<file path="src/rtl/dsp_mac_seq_if.sv">
// Bundle between the dot-product sequencer, its sample/result client and the DSP48A1 slice.
// slave = sequencer side; master = client plus slice side.
interface dsp_mac_seq_if #(
  parameter int LEN_W = 8
);
  logic                     start;
  logic [LEN_W-1:0]         len;
  logic                     busy;
  logic                     in_valid;
  logic                     in_ready;
  logic signed [17:0]       in_a;
  logic signed [17:0]       in_b;
  logic signed [17:0]       A;
  logic signed [17:0]       B;
  logic [7:0]               opmode;
  logic                     CE;
  logic signed [47:0]       P;
  logic                     res_valid;
  logic                     res_ready;
  logic signed [47:0]       result;

  modport slave (
    input  start, len, in_valid, in_a, in_b, P, res_ready,
    output busy, in_ready, A, B, opmode, CE, res_valid, result
  );

  modport master (
    output start, len, in_valid, in_a, in_b, P, res_ready,
    input  busy, in_ready, A, B, opmode, CE, res_valid, result
  );
endinterface

</file>
<file path="src/rtl/dsp_mac_seq.sv">
// Runs one DSP48A1 slice as a signed dot-product engine: streams operand pairs,
// tags them clear/accumulate, drains the slice pipeline and returns the 48-bit sum.
module dsp_mac_seq #(
  parameter int LEN_W   = 8,
  parameter int LAT     = 3,
  parameter int OPM_DLY = 1
) (
  input  logic         clk,
  input  logic         RSTN,
  dsp_mac_seq_if.slave bus
);
  localparam int         DRAIN_N   = LAT + OPM_DLY;
  localparam int         DCW       = $clog2(DRAIN_N + 1);
  localparam logic [7:0] OPM_CLEAR = 8'h01;
  localparam logic [7:0] OPM_ACCUM = 8'h09;

  typedef enum logic [1:0] {
    IDLE  = 2'd0,
    RUN   = 2'd1,
    DRAIN = 2'd2,
    DONE  = 2'd3
  } state_t;

  state_t             state;
  state_t             state_nxt;
  logic [LEN_W-1:0]   len_r;
  logic [LEN_W-1:0]   acc_cnt;
  logic [DCW-1:0]     drain_cnt;
  logic               first_seen;
  logic signed [17:0] a_p0;
  logic signed [17:0] b_p0;
  logic [7:0]         tag_p0 [OPM_DLY];
  logic [7:0]         opm_p1;
  logic signed [47:0] result_r;

  logic               in_ready;
  logic               accept;
  logic               last_accept;
  logic               drain_last;
  logic               slice_en;
  logic [7:0]         tag;

  always_comb begin
    state_nxt   = state;
    in_ready    = (state == RUN) && (acc_cnt < len_r);
    accept      = in_ready && bus.in_valid;
    last_accept = accept && ((acc_cnt + LEN_W'(1)) == len_r);
    drain_last  = (state == DRAIN) && (drain_cnt == DCW'(DRAIN_N - 1));
    slice_en    = (state == RUN) || (state == DRAIN);
    // Only the first accepted pair clears P; bubbles before it accumulate garbage that it discards.
    tag         = (accept && !first_seen) ? OPM_CLEAR : OPM_ACCUM;

    unique case (state)
      IDLE: begin
        if (bus.start) begin
          state_nxt = (bus.len != '0) ? RUN : DONE;
        end
      end
      RUN: begin
        if (last_accept) begin
          state_nxt = DRAIN;
        end
      end
      DRAIN: begin
        if (drain_last) begin
          state_nxt = DONE;
        end
      end
      DONE: begin
        if (bus.res_ready) begin
          state_nxt = IDLE;
        end
      end
      default: state_nxt = IDLE;
    endcase
  end

  always_ff @(posedge clk or negedge RSTN) begin
    if (!RSTN) begin
      state      <= IDLE;
      len_r      <= '0;
      acc_cnt    <= '0;
      drain_cnt  <= '0;
      first_seen <= 1'b0;
      result_r   <= '0;
    end else begin
      state <= state_nxt;
      unique case (state)
        IDLE: begin
          if (bus.start) begin
            len_r      <= bus.len;
            acc_cnt    <= '0;
            drain_cnt  <= '0;
            first_seen <= 1'b0;
            result_r   <= '0;
          end
        end
        RUN: begin
          if (accept) begin
            acc_cnt    <= acc_cnt + LEN_W'(1);
            first_seen <= 1'b1;
          end
        end
        DRAIN: begin
          drain_cnt <= drain_cnt + DCW'(1);
          // P already holds the last product one cycle before the final count.
          if (drain_last) begin
            result_r <= bus.P;
          end
        end
        default: ;
      endcase
    end
  end

  // ---- p0: operand registers and tag delay line; p1: opmode register ----
  always_ff @(posedge clk or negedge RSTN) begin
    if (!RSTN) begin
      a_p0   <= '0;
      b_p0   <= '0;
      opm_p1 <= '0;
      for (int i = 0; i < OPM_DLY; i++) begin
        tag_p0[i] <= '0;
      end
    end else if (slice_en) begin
      a_p0      <= accept ? bus.in_a : 18'sd0;
      b_p0      <= accept ? bus.in_b : 18'sd0;
      tag_p0[0] <= tag;
      for (int i = 1; i < OPM_DLY; i++) begin
        tag_p0[i] <= tag_p0[i-1];
      end
      opm_p1 <= tag_p0[OPM_DLY-1];
    end
  end

  assign bus.busy      = (state != IDLE);
  assign bus.in_ready  = in_ready;
  assign bus.A         = a_p0;
  assign bus.B         = b_p0;
  assign bus.opmode    = opm_p1;
  assign bus.CE        = slice_en;
  assign bus.res_valid = (state == DONE);
  assign bus.result    = result_r;
endmodule

</file>
<file path="src/flat_wrapper.sv">
// flat-port wrapper written by rule: the top's interface ports become plain ports
module dsp_mac_seq_flat 
#(
  parameter int LEN_W   = 8,
  parameter int LAT     = 3,
  parameter int OPM_DLY = 1
)
  (clk, RSTN, bus_start, bus_len, bus_in_valid, bus_in_a, bus_in_b, bus_P, bus_res_ready, bus_busy, bus_in_ready, bus_A, bus_B, bus_opmode, bus_CE, bus_res_valid, bus_result);
  dsp_mac_seq_if #(.LEN_W(LEN_W)) bus_i ();
  input  logic clk;
  input  logic RSTN;
  input wire logic [$bits(bus_i.start)-1:0] bus_start;
  input wire logic [$bits(bus_i.len)-1:0] bus_len;
  input wire logic [$bits(bus_i.in_valid)-1:0] bus_in_valid;
  input wire logic [$bits(bus_i.in_a)-1:0] bus_in_a;
  input wire logic [$bits(bus_i.in_b)-1:0] bus_in_b;
  input wire logic [$bits(bus_i.P)-1:0] bus_P;
  input wire logic [$bits(bus_i.res_ready)-1:0] bus_res_ready;
  output wire logic [$bits(bus_i.busy)-1:0] bus_busy;
  output wire logic [$bits(bus_i.in_ready)-1:0] bus_in_ready;
  output wire logic [$bits(bus_i.A)-1:0] bus_A;
  output wire logic [$bits(bus_i.B)-1:0] bus_B;
  output wire logic [$bits(bus_i.opmode)-1:0] bus_opmode;
  output wire logic [$bits(bus_i.CE)-1:0] bus_CE;
  output wire logic [$bits(bus_i.res_valid)-1:0] bus_res_valid;
  output wire logic [$bits(bus_i.result)-1:0] bus_result;
  assign bus_i.start = bus_start;
  assign bus_i.len = bus_len;
  assign bus_i.in_valid = bus_in_valid;
  assign bus_i.in_a = bus_in_a;
  assign bus_i.in_b = bus_in_b;
  assign bus_i.P = bus_P;
  assign bus_i.res_ready = bus_res_ready;
  assign bus_busy = bus_i.busy;
  assign bus_in_ready = bus_i.in_ready;
  assign bus_A = bus_i.A;
  assign bus_B = bus_i.B;
  assign bus_opmode = bus_i.opmode;
  assign bus_CE = bus_i.CE;
  assign bus_res_valid = bus_i.res_valid;
  assign bus_result = bus_i.result;
  dsp_mac_seq #(.LEN_W(LEN_W), .LAT(LAT), .OPM_DLY(OPM_DLY)) u_core (.clk(clk), .RSTN(RSTN), .bus(bus_i));
endmodule
</file>
<file path="config.mk">
export PLATFORM = sky130hd
export DESIGN_NAME = dsp_mac_seq_flat
export DESIGN_NICKNAME = d
export VERILOG_FILES = /design/src/rtl/dsp_mac_seq_if.sv /design/src/rtl/dsp_mac_seq.sv /design/src/flat_wrapper.sv
export SDC_FILE = /design/constraint.sdc
export NUM_CORES = 1
export LEC_CHECK = 0
export ABC_AREA = 1
export BUFFER_PORTS_ARGS = -buffer_cell sky130_fd_sc_hd__buf_2
export CORE_UTILIZATION = 53
export DETAILED_ROUTE_END_ITERATION = 7
export GPL_TIMING_DRIVEN = 0
export MAX_ROUTING_LAYER = met4
export PLACE_DENSITY_LB_ADDON = 0.08
export SYNTH_ARGS = -nofsm -noshare
export SYNTH_HDL_FRONTEND = slang
export SYNTH_SLANG_ARGS = --single-unit
</file>
<file path="constraint.sdc">
create_clock -name clk -period 4.9 [get_ports clk]
set_input_delay 0.245 -clock clk [delete_from_list [all_inputs] [get_ports clk]]
set_output_delay 0.245 -clock clk [all_outputs]
set_load 0.005 [all_outputs]
</file>
==> impl_metrics.json <==
{
  "hold_violations": 0,
  "fin_ws_ps": 2710,
  "crit_chain": "ha_1 -> inv_1 -> o21bai_1 -> nand2_1 -> nand2_1 -> nand2_1 -> nand3_1 -> buf_2 -> clkbuf_1 -> o21ai_0",
  "setup_viol": 0,
  "dieArea_mm2": 0.00987,
  "grt_usage_pct": 26.3,
  "power.density_mw_per_mm2": 465,
  "synth_area_leaders": "dfrtp_1, o21ai_0, nand2_1",
  "gp_congestion": 0.957,
  "vias": 4656,
  "crit_start": "u_core.acc_cnt[1]",
  "cp_common_cell": "nand2_1",
  "grt_pass1_vias": 4420,
  "grt_max_degree": 63,
  "io_pins": 193,
  "critPathRequiredTime_ps": 5130,
  "port_buffers": 186,
  "cts_setup_buffers": 0,
  "r2r_cells": 10,
  "critPathLaunchType": "flip-flop",
  "pre_cts_slack_ps": 2730,
  "max_stage_delay_ps": 460,
  "critPathArrivalTime_ps": 2430,
  "final_nets": 901,
  "syn_inst": 585,
  "yosys.area.top_type": "dfrtp_1",
  "htree_num_levels": 3,
  "min_path_type": "primary input to flip-flop",
  "grt_pass1_wl_um": 19900,
  "cts.root.buffer_cell": "clkbuf_8",
  "drv_slew": 0,
  "mappedNetlistArea_mm2": 0.00502,
  "ys_seq_area_share_pct": 54.8,
  "crit_type": "flip-flop to flip-flop",
  "start_util_pct": 54.6,
  "reg2reg_from": "u_core.acc_cnt[1]",
  "row_count": 35,
  "rr_endpoint": "u_core.bus.A[16]",
  "die_h_um": 99.3,
  "end_kind": "flip-flop",
  "status": "completed",
  "cts.path.max_buffers": 2,
  "cpLargestDelayFamily": "buffers and inverters",
  "synth_top_cell_area_share_pct": 54.8,
  "drcViolationCount": 0,
  "relSlewSlack_pct": 56.9,
  "layout_min_cycle_time_ps": 2190,
  "cts-buffers-inserted": 9,
  "cp_max_fo": 10,
  "cts_tree": "yes",
  "worst_pin_slew_ps": 646,
  "routed_wl_um": 12300,
  "nFillCells": 790,
  "syn_to_final_growth_pct": 25.9,
  "wl_per_cell_um": 13.6,
  "antenna_found_initial": 0,
  "drt_pass1_iterations": 6,
  "synth-warning-count": 0,
  "grt_setup_unrepaired": "false",
  "multi_input_area_mm2": 0.00181,
  "r2r_slack_ps": 2710,
  "tns_ps": 0,
  "cp_num_cells": 10,
  "die_w_um": 99.3,
  "ctsResizeCount": 0,
  "clk_pin_slew_worst_paths_ps": 110,
  "core_area_mm2": 0.00920,
  "drt-vias-per-instance": 5.16,
  "p_leak_uw": 0.00359,
  "first_iter_violations": 133,
  "clock_latency_ps": 370,
  "max_freq_ghz": 0.456,
  "layout_worst_path_cycle_share_pct": 44.8,
  "synth_area_per_cell_um2": 8.58,
  "ir_drop_mv": 0.185,
  "numClockSinks": 110,
  "max_cap_violations": 0,
  "synthDistinctLibCells": 29,
  "crit_buf_inv": 3,
  "postCtsHoldBufs": 1,
  "grt.overflow.total": 0,
  "seq_area_mm2": 0.00275,
  "finClkSkew_ps": 12.7,
  "cp-endpoint": "u_core.bus.A[16]",
  "crit_slowest_cell": "dfrtp_1",
  "ant_nets": 0,
  "ys_seq_elements": 110,
  "dp_hpwl_um": 9190,
  "n_antenna_cell": 0,
  "drive_gt1_share_pct": 29.7
}
## worst reg2reg max path: cells and delay by family, from the launching register on
family,cells,cell delay (ps)
adders and majority gates,1,310
AOI/OAI and AO/OA,2,290
buffers and inverters,3,630
DFF,1,460
and+or+nand+nor,4,370
## final cells by class
class                      count  share of cell area (%)
buffer                        35                    2.69
clock inverter                 5                   0.791
inverter                      82                    4.87
multi-input combinational    363                    28.6
tap                          111                    2.20
sequential                   110                    43.5
timing repair buffer         188                    15.4
clock buffer                   9                    1.96
## Yosys cell counts (all sizes together)
master / n
nand4: 2
nand2: 130
o22ai: 7
inv: 82
nor2: 19
buf: 13
ha: 15
o21bai: 1
o21ai: 141
a21oi: 14
nand3: 23
conb: 1
clkbuf: 22
dfrtp: 110
mux2: 1
nand3b: 1
nor4: 2
or2: 1
## cells in the final DEF (no fill, tap or decap), types with 2 or more instances in the layout
master    count
nand3_2       2
nand2_1     125
o21ai_0     114
nor2_4        2
inv_2         6
dfrtp_1     110
nor2_1       16
a21oi_1      13
nand3_1      21
nand2_2       5
nor4_1        2
buf_4         7
nand4_1       2
ha_1         15
clkinv_4      3
buf_2       191
o21ai_1      26
clkbuf_1     21
inv_1        76
clkbuf_8      9
o22ai_1       7
conb_1        6
## through the flow
step / power, µW / hold slack, ps / cell area (µm²) / instances / utilization [%]
detailed placement: 2460 / 312 / 6140 / 888 / 66.8
finish: 2940 / 101 / 6320 / 903 / 68.8
CTS: 2960 / 91.4 / 6320 / 903 / 68.8
global route: 3190 / 101 / 6320 / 903 / 68.8
floorplan: 1980 / -50.6 / 5040 / 590 / -
global placement: 2420 / 451 / 6110 / 887 / 66.4
## how the worst min path moves through the flow
| stage | start | endpoint | depth (start not counted) |
|---|---|---|---|
| 2_1_floorplan | RSTN | u_core.acc_cnt[0] | 0 |
| 3_3_place_gp | u_core.tag_p0[0] | u_core.tag_p0[0] | 1 |
| 3_5_place_dp | RSTN | u_core.len_r[2] | 1 |
| 4_1_cts | bus_in_a[13] | u_core.bus.A[13] | 3 |
| 5_1_grt | bus_P[22] | u_core.bus.result[22] | 3 |
| 6_report | bus_in_a[13] | u_core.bus.A[13] | 3 |
## registers in the layout (all words and copies together) (netlist names)
register	cells
u_core.drain_cnt	3
u_core.first_seen	1
u_core.acc_cnt	8
u_core.len_r	8
u_core.bus.A	18
u_core.state	2
u_core.tag_p0	2
u_core.bus.opmode	2
u_core.bus.result	48
u_core.bus.B	18
## routing by layer
layer | track usage [%] | share of wire [%] | vias up
met4 | 11.1 | 2.5 | 0
li1 | - | - | 2268
met2 | 42.4 | 49 | 156
met3 | 5.13 | 6.3 | 32
met1 | 32.7 | 42 | 2200
met5 | - | 0 | -
## logic make-up after synthesis
logic type | share of synthesized area (%)
simple gates | 15.0
mux | 0.224
flops | 54.8
fa+ha+maj | 3.74
compound gates | 16.6
other cells | 0.0747
buf+inv | 9.52
## power breakdown
part           leakage [µW]  switching, µW  internal (µW)
Combinational       0.00202            780            418
Clock             0.0000841            318            187
Sequential          0.00148            121           1120
Total               0.00359           1220           1720
Note: power is estimated with default switching activity, not from simulation.
